===== src/rtl/clk_div_multi_if.sv =====
// Configuration write bus for clk_div_multi: request, channel select, divide/high
// settings, plus the ready and error responses.
interface clk_div_multi_if #(
  parameter int CH_W  = 2,
  parameter int CNT_W = 16
);
  logic             CfgValid;
  logic             CfgReady;
  logic [CH_W-1:0]  CfgCh;
  logic [CNT_W-1:0] CfgDiv;
  logic [CNT_W-1:0] CfgHigh;
  logic             CfgErr;

  modport master (
    output CfgValid, CfgCh, CfgDiv, CfgHigh,
    input  CfgReady, CfgErr
  );

  modport slave (
    input  CfgValid, CfgCh, CfgDiv, CfgHigh,
    output CfgReady, CfgErr
  );
endinterface


===== src/rtl/clk_div_multi.sv =====
// Multi-channel programmable clock divider with double-buffered period/high-time
// registers, per-channel run control and a shared SyncStart phase alignment.
//
// state   | meaning
// --------+-----------------------------------------------------------
// ST_IDLE | channel stopped; ClkOut/Tick low, Cnt held at 0
// ST_RUN  | channel counting 0..DivA-1, ClkOut high while Cnt < HighA
module clk_div_multi #(
  parameter int NUM_CH = 4,
  parameter int CNT_W  = 16,
  parameter int CH_W   = 2
) (
  input  logic              Clk,
  input  logic              Reset,
  clk_div_multi_if.slave    cfg,
  input  logic [NUM_CH-1:0] Enable,
  input  logic              SyncStart,
  output logic [NUM_CH-1:0] ClkOut,
  output logic [NUM_CH-1:0] Tick,
  output logic [NUM_CH-1:0] Active
);

  typedef enum logic {ST_IDLE, ST_RUN} state_t;

  logic [NUM_CH-1:0]    pend;
  logic [2**CH_W-1:0]   pend_ext;
  logic [2**CH_W-1:0]   ch_ok;
  logic                 accept;
  logic                 cfg_ok;
  logic                 err_q;

  // Unimplemented channel slots read as never pending so the bus never stalls on them.
  for (genvar g = 0; g < 2**CH_W; g++) begin : g_ext
    if (g < NUM_CH) begin : g_on
      assign pend_ext[g] = pend[g];
      assign ch_ok[g]    = 1'b1;
    end else begin : g_off
      assign pend_ext[g] = 1'b0;
      assign ch_ok[g]    = 1'b0;
    end
  end

  assign cfg.CfgReady = ~pend_ext[cfg.CfgCh];
  assign accept       = cfg.CfgValid && cfg.CfgReady;
  assign cfg_ok       = ch_ok[cfg.CfgCh] && (cfg.CfgDiv >= CNT_W'(2)) &&
                        (cfg.CfgHigh != '0) && (cfg.CfgHigh < cfg.CfgDiv);

  always_ff @(posedge Clk or posedge Reset) begin
    if (Reset) err_q <= 1'b0;
    else       err_q <= accept && !cfg_ok;
  end

  assign cfg.CfgErr = err_q;

  for (genvar i = 0; i < NUM_CH; i++) begin : g_ch
    state_t           st_q, st_nxt;
    logic [CNT_W-1:0] div_a, high_a, div_s, high_s;
    logic [CNT_W-1:0] cnt_q, cnt_nxt, high_e;
    logic             pend_q, act_q, clk_q, tick_q;
    logic             clk_nxt, tick_nxt;
    logic             wr, wrap, ld;

    assign wr     = accept && cfg_ok && (cfg.CfgCh == CH_W'(i));
    assign wrap   = (st_q == ST_RUN) && (cnt_q == div_a - CNT_W'(1));
    assign ld     = pend_q && ((st_q == ST_IDLE) || wrap || SyncStart);
    // High time governing the period that begins at this edge.
    assign high_e = ld ? high_s : high_a;

    always_comb begin
      st_nxt   = st_q;
      cnt_nxt  = cnt_q;
      clk_nxt  = clk_q;
      tick_nxt = tick_q;
      if (!Enable[i] || !act_q) begin
        st_nxt   = ST_IDLE;
        cnt_nxt  = '0;
        clk_nxt  = 1'b0;
        tick_nxt = 1'b0;
      end else if (st_q == ST_IDLE) begin
        st_nxt   = ST_RUN;
        cnt_nxt  = '0;
        clk_nxt  = 1'b1;
        tick_nxt = 1'b1;
      end else if (SyncStart) begin
        cnt_nxt  = '0;
        clk_nxt  = 1'b1;
        tick_nxt = 1'b1;
      end else begin
        cnt_nxt  = wrap ? '0 : cnt_q + CNT_W'(1);
        clk_nxt  = (cnt_nxt < high_e);
        tick_nxt = (cnt_nxt == '0);
      end
    end

    always_ff @(posedge Clk or posedge Reset) begin
      if (Reset) begin
        st_q   <= ST_IDLE;
        cnt_q  <= '0;
        clk_q  <= 1'b0;
        tick_q <= 1'b0;
        div_a  <= '0;
        high_a <= '0;
        div_s  <= '0;
        high_s <= '0;
        pend_q <= 1'b0;
        act_q  <= 1'b0;
      end else begin
        st_q   <= st_nxt;
        cnt_q  <= cnt_nxt;
        clk_q  <= clk_nxt;
        tick_q <= tick_nxt;
        if (wr) begin
          div_s  <= cfg.CfgDiv;
          high_s <= cfg.CfgHigh;
          pend_q <= 1'b1;
        end
        if (ld) begin
          div_a  <= div_s;
          high_a <= high_s;
          pend_q <= 1'b0;
          act_q  <= 1'b1;
        end
      end
    end

    assign pend[i]   = pend_q;
    assign ClkOut[i] = clk_q;
    assign Tick[i]   = tick_q;
    assign Active[i] = act_q;
  end

endmodule

===== src/flat_wrapper.sv =====
// flat-port wrapper written by rule: the top's interface ports become plain ports
module clk_div_multi_flat 
#(
  parameter int NUM_CH = 4,
  parameter int CNT_W  = 16,
  parameter int CH_W   = 2
)
  (Clk, Reset, Enable, SyncStart, ClkOut, Tick, Active, cfg_CfgValid, cfg_CfgCh, cfg_CfgDiv, cfg_CfgHigh, cfg_CfgReady, cfg_CfgErr);
  clk_div_multi_if #(.CH_W(CH_W), .CNT_W(CNT_W)) cfg_i ();
  input  logic Clk;
  input  logic Reset;
  input  logic [NUM_CH-1:0] Enable;
  input  logic SyncStart;
  output logic [NUM_CH-1:0] ClkOut;
  output logic [NUM_CH-1:0] Tick;
  output logic [NUM_CH-1:0] Active;
  input wire logic [$bits(cfg_i.CfgValid)-1:0] cfg_CfgValid;
  input wire logic [$bits(cfg_i.CfgCh)-1:0] cfg_CfgCh;
  input wire logic [$bits(cfg_i.CfgDiv)-1:0] cfg_CfgDiv;
  input wire logic [$bits(cfg_i.CfgHigh)-1:0] cfg_CfgHigh;
  output wire logic [$bits(cfg_i.CfgReady)-1:0] cfg_CfgReady;
  output wire logic [$bits(cfg_i.CfgErr)-1:0] cfg_CfgErr;
  assign cfg_i.CfgValid = cfg_CfgValid;
  assign cfg_i.CfgCh = cfg_CfgCh;
  assign cfg_i.CfgDiv = cfg_CfgDiv;
  assign cfg_i.CfgHigh = cfg_CfgHigh;
  assign cfg_CfgReady = cfg_i.CfgReady;
  assign cfg_CfgErr = cfg_i.CfgErr;
  clk_div_multi #(.NUM_CH(NUM_CH), .CNT_W(CNT_W), .CH_W(CH_W)) u_core (.Clk(Clk), .Reset(Reset), .cfg(cfg_i), .Enable(Enable), .SyncStart(SyncStart), .ClkOut(ClkOut), .Tick(Tick), .Active(Active));
endmodule

===== config.mk =====
export PLATFORM = sky130hd
export DESIGN_NAME = clk_div_multi_flat
export DESIGN_NICKNAME = d
export VERILOG_FILES = /design/src/rtl/clk_div_multi_if.sv /design/src/rtl/clk_div_multi.sv /design/src/flat_wrapper.sv
export SDC_FILE = /design/constraint.sdc
export NUM_CORES = 1
export LEC_CHECK = 0
export CORE_ASPECT_RATIO = 0.5
export CORE_MARGIN = 8
export CORE_UTILIZATION = 46
export CTS_CLUSTER_DIAMETER = 150
export DETAILED_ROUTE_END_ITERATION = 10
export MAX_ROUTING_LAYER = met4
export PLACE_DENSITY = 0.59
export SLEW_MARGIN = 25
export SYNTH_ARGS = -nofsm -noshare
export SYNTH_HDL_FRONTEND = slang
export SYNTH_SLANG_ARGS = --single-unit

===== constraint.sdc =====
create_clock -name Clk -period 22.3 [get_ports Clk]
set_clock_uncertainty 0.05 [all_clocks]
set_input_delay 5.575 -clock Clk [delete_from_list [all_inputs] [get_ports Clk]]
set_output_delay 5.575 -clock Clk [all_outputs]
set_load 0.03 [all_outputs]

== Yosys cells after proc, flatten, opt, wreduce, memory -nomap -nowiden ==
Index checks and enable logic that the tools add are counted.

* Register bits: 341
* Input port bits: 42
* Output and inout bits: 14
* Logic and storage cells: 177

* Add/subtract/negate cells: 8
* Magnitude comparators: 7
* Eq/ne operators: 7
* Muxes and demuxes: 60
* Bitwise operators: 5
* Reduce and logical (&&, ||, !) cells: 49

{| class="wikitable"
|+ Operator list
! operator !! count
|-
| $mux W16 || 20
|-
| $lt A16 B16 Y1 || 5
|-
| $add A16 B1 Y16 const B || 4
|-
| $eq A16 B16 Y1 || 4
|-
| $logic_not A16 Y1 || 4
|-
| $sub A16 B1 Y16 const B || 4
|-
| $mux W1 || 38
|-
| $logic_and A1 B1 Y1 || 18
|-
| $ge A16 B2 Y1 const B || 1
|-
| $reduce_bool A16 Y1 || 1
|-
| $logic_or A1 B1 Y1 || 12
|-
| $logic_not A1 Y1 || 9
|-
| $reduce_bool A2 Y1 || 4
|-
| $not A1 Y1 || 5
|-
| $bmux W1 S2 || 2
|-
| $eq A2 B2 Y1 const B || 2
|-
| $lt A2 B3 Y1 const B || 1
|-
| $eq A2 B1 Y1 const B || 1
|-
| $logic_not A2 Y1 || 1
|}

== Depth between registers and ports, before layout ==
Gate-level depths: netlist of run 1.

* Word-level depth: 11
* Mapped depth: 21
* Mapped depth without buffers: 19

== Worst setup path after synthesis of run 1 ==
Ideal clock, no wire load.

* Path kind: input to output
* From: input port cfg_CfgCh[1]
* To: output port cfg_CfgReady
* Arrival time: 6.272 ns
* Required time: 16.675 ns
* Slack: 10.403 ns
* Stages: 2
* Buffers on the path: 0
* Cells stage by stage: mux4_2 inv_1

* Longest elaborated chain between the ends: 3

{| class="wikitable"
|+ RTL lines
! element !! RTL line !! source
|-
| from (decl) || flat_wrapper.sv:18 || <nowiki>input wire logic [$bits(cfg_i.CfgCh)-1:0] cfg_CfgCh;</nowiki>
|-
| $bmux W1 S2 || clk_div_multi.sv:43 || <nowiki>assign cfg.CfgReady = ~pend_ext[cfg.CfgCh];</nowiki>
|-
| $mux W1 (not written as such) || clk_div_multi.sv:43 ||
|-
| $not A1 Y1 || clk_div_multi.sv:43 ||
|-
| to (decl) || flat_wrapper.sv:21 || <nowiki>output wire logic [$bits(cfg_i.CfgReady)-1:0] cfg_CfgReady;</nowiki>
|}

Every way passes these cells. The select of a mux whose other input is x is not followed.

== Final worst setup path of run 1 ==
Same ends and word-level chain as after synthesis.

==> out/summary.txt, run 1 <==
Outcome: finished, final reports clean
R2r worst-path depth: 20
Hold Path Class: flip-flop to flip-flop
First-pass GRT wire length: 75100 µm
Cell Pwr Density: 114 nW/µm²
WHS Endpoint: u_core.g_ch[0].high_a[10]
CTS buffer count: 34
Cell area after synthesis: 18700 µm²
Grt total ovfl: 0
Vias in the first global route: 12.9k
WL final: 47700 µm
Via count: 13.2k
Fmax: 76.6 MHz
Post-synth top area share: 45.7%
#FFs+latches synth: 341
Worst-path maximum fanout: 5
Setup crit start kind: input pin
First drt pass iteration count: 4
Post-DRT Antenna Nets: 0
CTS Sinks: 341
FP Rows: 52
Cts-stage hold buffer count: 0
Period utilization: 58.5%
Main synth FF type: dfrtp_1
Die Area: 47700 µm²
Number of synthesized flops with an enable pin: 0
Share of cells above drive strength 1: 19.2%
Final setup violation count: 0
TNS Setup: 0 ns
Start point of the worst hold path: u_core.g_ch[0].high_a[10]
CTS tree: built
H-tree depth: 2
Die height: 159 µm
Synth warnings: 0
Initial antenna violation count: 4
Final #Nets: 1851
Worst-Margin Slew: 0.973 ns
WL/cell: 20.8 µm
Post-DP HPWL: 33800 µm
Area contributors post-synth: dfrtp_1 (46%), mux2_2 (13%), ha_1 (5.6%), nor2_1 (3.5%), mux2i_1 (3.4%)
DP Worst Slack: 9.25 ns
Synth Area per Inst: 11.0 µm²
Reg-to-reg endpoint: u_core.g_ch[2].clk_q
Largest net degree at the start of global routing: 172
Post-CTS resize count: 0
DR vias/cell: 5.75
DR DRC count: 0
Sequential share of the synthesized area: 45.7%
CORE AREA: 40300 µm²
Rel. slew slack: 34.6%
Crit path DAT: 7.43 ns
Leak: 9.55 nW
RSZ-0062 raised after global routing: false
Fin area: 21000 µm²
Post-CTS Setup Bufs: 0
Critical Path RT: 16.68 ns
Worst Path Class, Setup: input pin to output pin
Final Util: 52.0%
Critical Path Sink Type: output pin
Port-buffer cells: 55
Initial DRC count: 1077
P&R area growth vs syn: 12.1%
Post-synthesis cell count: 1705
GRT Total Usage: 20.6%
Final worst slack: 9.25 ns
Max cap viols: 0
Hold Path Depth: 2
Dpl cell area: 19700 µm²
Chip Width: 301 µm
Fin. Hold Viols: 0
Initial core utilization: 46.4%
Worst-Skew Late Latency: 0.53 ns
Final slew viol count: 0
Peak supply drop: 54.6 µV
Netlist cell types: 76
Clk buf depth: 3
Syn Nets: 1830
IO Pins: 56
RR Startpoint: u_core.g_ch[2].div_a[0]
Routability cong.: 0.918
Crit path time final: 13.05 ns
R2r setup slk: 16.59 ns
Root Buffer: clkbuf_16
Synth area leader: dfrtp_1
Fraction of registers with async set/reset: 100%
Worst-path clk slew: 0.06 ns
Yosys cell counts, drive strengths merged (7+ instances only):
| cell | number |
|---|---|
| dfrtp | 341 |
| mux2 | 236 |
| nor2 | 174 |
| ha | 83 |
| xnor2 | 72 |
| nand2 | 68 |
| mux2i | 64 |
| inv | 63 |
| xor2 | 56 |
| clkbuf | 55 |
| nand3 | 50 |
| nor3 | 36 |
| o21ai | 35 |
| buf | 32 |
| a21oi | 31 |
| nand4 | 30 |
| nor4 | 28 |
| a21o | 27 |
| a31oi | 14 |
| nand2b | 14 |
| and2 | 13 |
| and3 | 13 |
| and4 | 13 |
| nor2b | 13 |
| or4 | 11 |
| a211oi | 9 |
| o21a | 7 |
| o21bai | 7 |
| or3 | 7 |
routing by layer:
layer / global-route usage, % / vias up / part of all wire [%]
met2: 30.6 / 308 / 44
li1: - / 6143 / -
met5: - / - / 0
met3: 2.95 / 62 / 5.2
met4: 4.84 / 0 / 1.9
met1: 29.7 / 6677 / 49
critical path: stages:
cell and delay [ns]:
clkdlybuf4s50_1 0.56, mux4_2 0.55, inv_1 0.07, clkdlybuf4s50_1 0.67
cell usage in the layout (no fill, tap or decap), types with 6 or more instances in the layout:
cell	instances
nand2_1	66
mux2_4	14
nand3_1	50
or3_1	7
nor3b_1	6
nor4_1	25
a21o_1	27
clkbuf_1	10
ha_1	83
inv_1	62
and4_1	13
bufinv_16	6
nor3_1	36
nor2b_1	13
xor2_1	56
o21a_1	7
o21ai_0	29
dfrtp_1	341
or2_2	6
nand4_1	30
a211oi_1	9
a31oi_1	14
mux2_2	222
mux2i_1	64
o21bai_1	6
and3_1	13
a21oi_1	31
nor2_1	174
o211ai_1	6
clkdlybuf4s50_1	55
and2_1	12
buf_4	15
clkbuf_16	37
xnor2_1	72
or4_1	11
nand2b_1	13
stage by stage:
step | total power [W] | instances | hold slack [ns]
global placement | 0.00171 | 2229 | 0.415
finish | 0.00238 | 2293 | 0.437
detailed placement | 0.00175 | 2230 | 0.424
global route | 0.00253 | 2292 | 0.458
CTS | 0.00239 | 2292 | 0.441
floorplan | 0.00154 | 1705 | 0.394
worst max-delay path by stage:
| stage | start | endpoint | slack [ns] | depth (start not counted) |
|---|---|---|---|---|
| global route | cfg_CfgCh[1] | cfg_CfgReady | 9.21 | 4 |
| global placement | cfg_CfgCh[1] | cfg_CfgReady | 9.28 | 4 |
| CTS | cfg_CfgCh[1] | cfg_CfgReady | 9.25 | 4 |
| floorplan | Reset | u_core.cfg.CfgErr | 7.22 | 1 |
| detailed placement | cfg_CfgCh[1] | cfg_CfgReady | 9.25 | 4 |
| finish | cfg_CfgCh[1] | cfg_CfgReady | 9.25 | 4 |
state kept, by name, summed over array words and instances (netlist names):
| name | cells |
|---|---|
| u_core.g_ch.div_s | 64 |
| u_core.g_ch.cnt_q | 64 |
| u_core.g_ch.div_a | 64 |
| u_core.cfg.CfgErr | 1 |
| u_core.g_ch.high_s | 64 |
| u_core.g_ch.pend_q | 4 |
| u_core.g_ch.tick_q | 4 |
| u_core.g_ch.act_q | 4 |
| u_core.g_ch.st_q | 4 |
| u_core.g_ch.clk_q | 4 |
| u_core.g_ch.high_a | 64 |
cell families (layout without fill, tap and decap cells):
family	count (synthesis)	after routing	share of synthesized area [%]
AOI/OAI and AO/OA	196	196	7.38
xor gates and xnor gates	128	128	6.00
adders and majority gates	83	83	5.56
buffers and inverters	150	197	3.49
DFF	341	341	45.7
muxes	301	301	18.0
other	0	1	0
and+or+nand+nor	506	506	13.9
area by class of cell:
class                      instances  area [µm²]
antenna                            1        2.50
clock buffer                      50        1000
clock inverter                    12         216
fill                            3497       19300
inverter                          63         244
multi-input combinational       1214        9560
sequential                       341        8530
tap                              540         676
timing repair buffer              72         711
where the power goes:
group / switching (W) / internal (W) / total, W
clock: 0.000247 / 0.000384 / 0.000631
combinational: 0.000347 / 0.000371 / 0.000719
sequential: 0.000195 / 0.000834 / 0.00103
total: 0.000789 / 0.00159 / 0.00238
Note: power is estimated with default switching activity, not from simulation.
==> run 2, diff against run 1 <==
PLACE_DENSITY = 0.62   (was 0.59)
clock period = 10.7 ns   (was 22.3 ns; I/O delays follow)
==> run 2 against run 1 <==
  * Sequential power increased by 110%
  * Utilization hardly changed
  * Cell area barely moved
  * Critical path depth unchanged
  * Die area unchanged
  * Critical endpoint unchanged
  * Highest routed layer unchanged
==> out/summary.txt, run 2 (synthesized netlist as in run 1, its figures left out) <==
Max cap viols: 0 (unchanged)
Post-DP HPWL: 31700 µm (was 33800 µm)
CTS buffer count: 36 (was 34)
Leak: 9.55 nW (about the same)
Rel. slew slack: 32.0% (was 34.6%)
Worst-Margin Slew: 1.01 ns (was 0.973 ns)
Post-DRT Antenna Nets: 0 (unchanged)
Critical Path Sink Type: output pin (unchanged)
RSZ-0062 raised after global routing: false (unchanged)
Worst-path maximum fanout: 5 (unchanged)
First drt pass iteration count: 5 (was 4)
Worst-Skew Late Latency: 0.52 ns (was 0.53 ns)
Share of cells above drive strength 1: 19.9% (was 19.2%)
Grt total ovfl: 0 (unchanged)
Outcome: finished, final reports clean (unchanged)
IO Pins: 56 (unchanged)
Period utilization: 68.7%
Via count: 12.9k (was 13.2k)
Fmax: 136 MHz
Final slew viol count: 0 (unchanged)
Chip Width: 301 µm (unchanged)
Post-CTS resize count: 0 (unchanged)
P&R area growth vs syn: 12.0% (was 12.1%)
Largest net degree at the start of global routing: 176 (was 172)
Most frequent cells in the layout: dfrtp_1 (341), mux2_2 (222), nor2_1 (174) (unchanged)
Hold Path Depth: 2 (unchanged)
CTS Sinks: 341 (unchanged)
WL final: 45500 µm (was 47700 µm)
Most common cell after layout, fill and taps aside: dfrtp_1 (unchanged)
WL/cell: 19.8 µm (was 20.8 µm)
CORE AREA: 40300 µm² (unchanged)
Fin area: 20900 µm² (was 21000 µm²)
Initial core utilization: 46.4% (unchanged)
Critical Path RT: 7.98 ns (was 16.68 ns)
Reg-to-reg endpoint: u_core.g_ch[2].clk_q (unchanged)
R2r worst-path depth: 20 (unchanged)
Port-buffer cells: 55 (unchanged)
Peak supply drop: 127 µV (was 54.6 µV)
Worst Path Class, Setup: input pin to output pin (unchanged)
Start point of the worst hold path: u_core.g_ch[0].high_a[10] (unchanged)
Initial DRC count: 892 (was 1077)
Initial antenna violation count: 5 (was 4)
Crit path time final: 7.35 ns
GRT Total Usage: 19.5% (was 20.6%)
H-tree depth: 2 (unchanged)
Setup crit start kind: input pin (unchanged)
FP Rows: 52 (unchanged)
CTS tree: built (unchanged)
Vias in the first global route: 12.5k (was 12.9k)
Crit path DAT: 4.63 ns (was 7.43 ns)
RR Startpoint: u_core.g_ch[2].div_a[0] (unchanged)
Clk buf depth: 3 (unchanged)
Dpl cell area: 19700 µm² (about the same)
Cts-stage hold buffer count: 0 (unchanged)
WHS Endpoint: u_core.g_ch[0].high_a[10] (unchanged)
Final setup violation count: 0 (unchanged)
Fin. Hold Viols: 0 (unchanged)
First-pass GRT wire length: 71800 µm (was 75100 µm)
Root Buffer: clkbuf_16 (unchanged)
TNS Setup: 0 ns (unchanged)
Cell Pwr Density: 232 nW/µm² (was 114 nW/µm²)
Hold Path Class: flip-flop to flip-flop (unchanged)
Worst-path clk slew: 0.06 ns (about the same)
Final #Nets: 1856 (was 1851)
R2r setup slk: 5.11 ns (was 16.59 ns)
Post-CTS Setup Bufs: 0 (unchanged)
DR DRC count: 0 (unchanged)
Routability cong.: 0.867 (was 0.918)
DR vias/cell: 5.61 (was 5.75)
Die height: 159 µm (unchanged)
Die Area: 47700 µm² (unchanged)
## run 2: cell count changes in the layout (fill, tap and decap cells not counted), moves of 2 or more
cell and delta:
clkbuf_8 +11, bufinv_16 -6, clkbuf_1 -8, buf_4 +3, clkinv_2 +3, clkinvlp_4 +2
## run 2: where the power goes
| part | switching (W) | internal [W] |
|---|---|---|
| clock network | 0.000526 | 0.000729 |
| logic | 0.000688 | 0.000774 |
| registers | 0.000396 | 0.00174 |
## run 2: critical path, stage by stage
cell and delay (ns):
clkdlybuf4s50_1 0.55, mux4_2 0.53, inv_1 0.16, clkdlybuf4s50_1 0.70
## run 2: how the worst max path moves through the flow
| stage | slack [ns] | from | to |
|---|---|---|---|
| after floorplan | 3.41 | Reset | u_core.cfg.CfgErr |
| after global placement | 3.34 | cfg_CfgCh[1] | cfg_CfgReady |
| after detailed placement | 3.34 | cfg_CfgCh[1] | cfg_CfgReady |
| after CTS | 3.34 | cfg_CfgCh[1] | cfg_CfgReady |
| after global routing | 3.32 | cfg_CfgCh[1] | cfg_CfgReady |
| final | 3.35 | cfg_CfgCh[1] | cfg_CfgReady |
## run 2: cell type report
| class | instances | area [µm²] |
|---|---|---|
| Fill cell | 3504 | 19300 |
| Timing Repair Buffer | 75 | 733 |
| Inverter | 63 | 240 |
| Multi-Input combinational cell | 1214 | 9560 |
| Tap cell | 540 | 676 |
| Clock buffer | 53 | 1130 |
| Clock inverter | 10 | 58.8 |
| Sequential cell | 341 | 8530 |
| Antenna cell | 1 | 2.50 |
## run 2: per-layer routing
metal / track usage [%] / part of all wire [%] / vias up
met3: 2.52 / 4.0 / 60
met5: - / 0 / -
met4: 3.77 / 1.5 / 0
met2: 28.7 / 43 / 236
met1: 28.8 / 52 / 6438
li1: - / - / 6157
## run 2: metrics by stage
step	utilization (%)	setup slack, ns	std cells	hold slack (ns)	total power (W)
floorplan	-	3.41	1705	0.394	0.00321
global placement	48.9	3.34	2232	0.413	0.00356
detailed placement	48.9	3.34	2232	0.417	0.00360
CTS	51.9	3.34	2295	0.438	0.00489
global route	52.0	3.32	2296	0.462	0.00517
finish	52.0	3.35	2297	0.437	0.00485
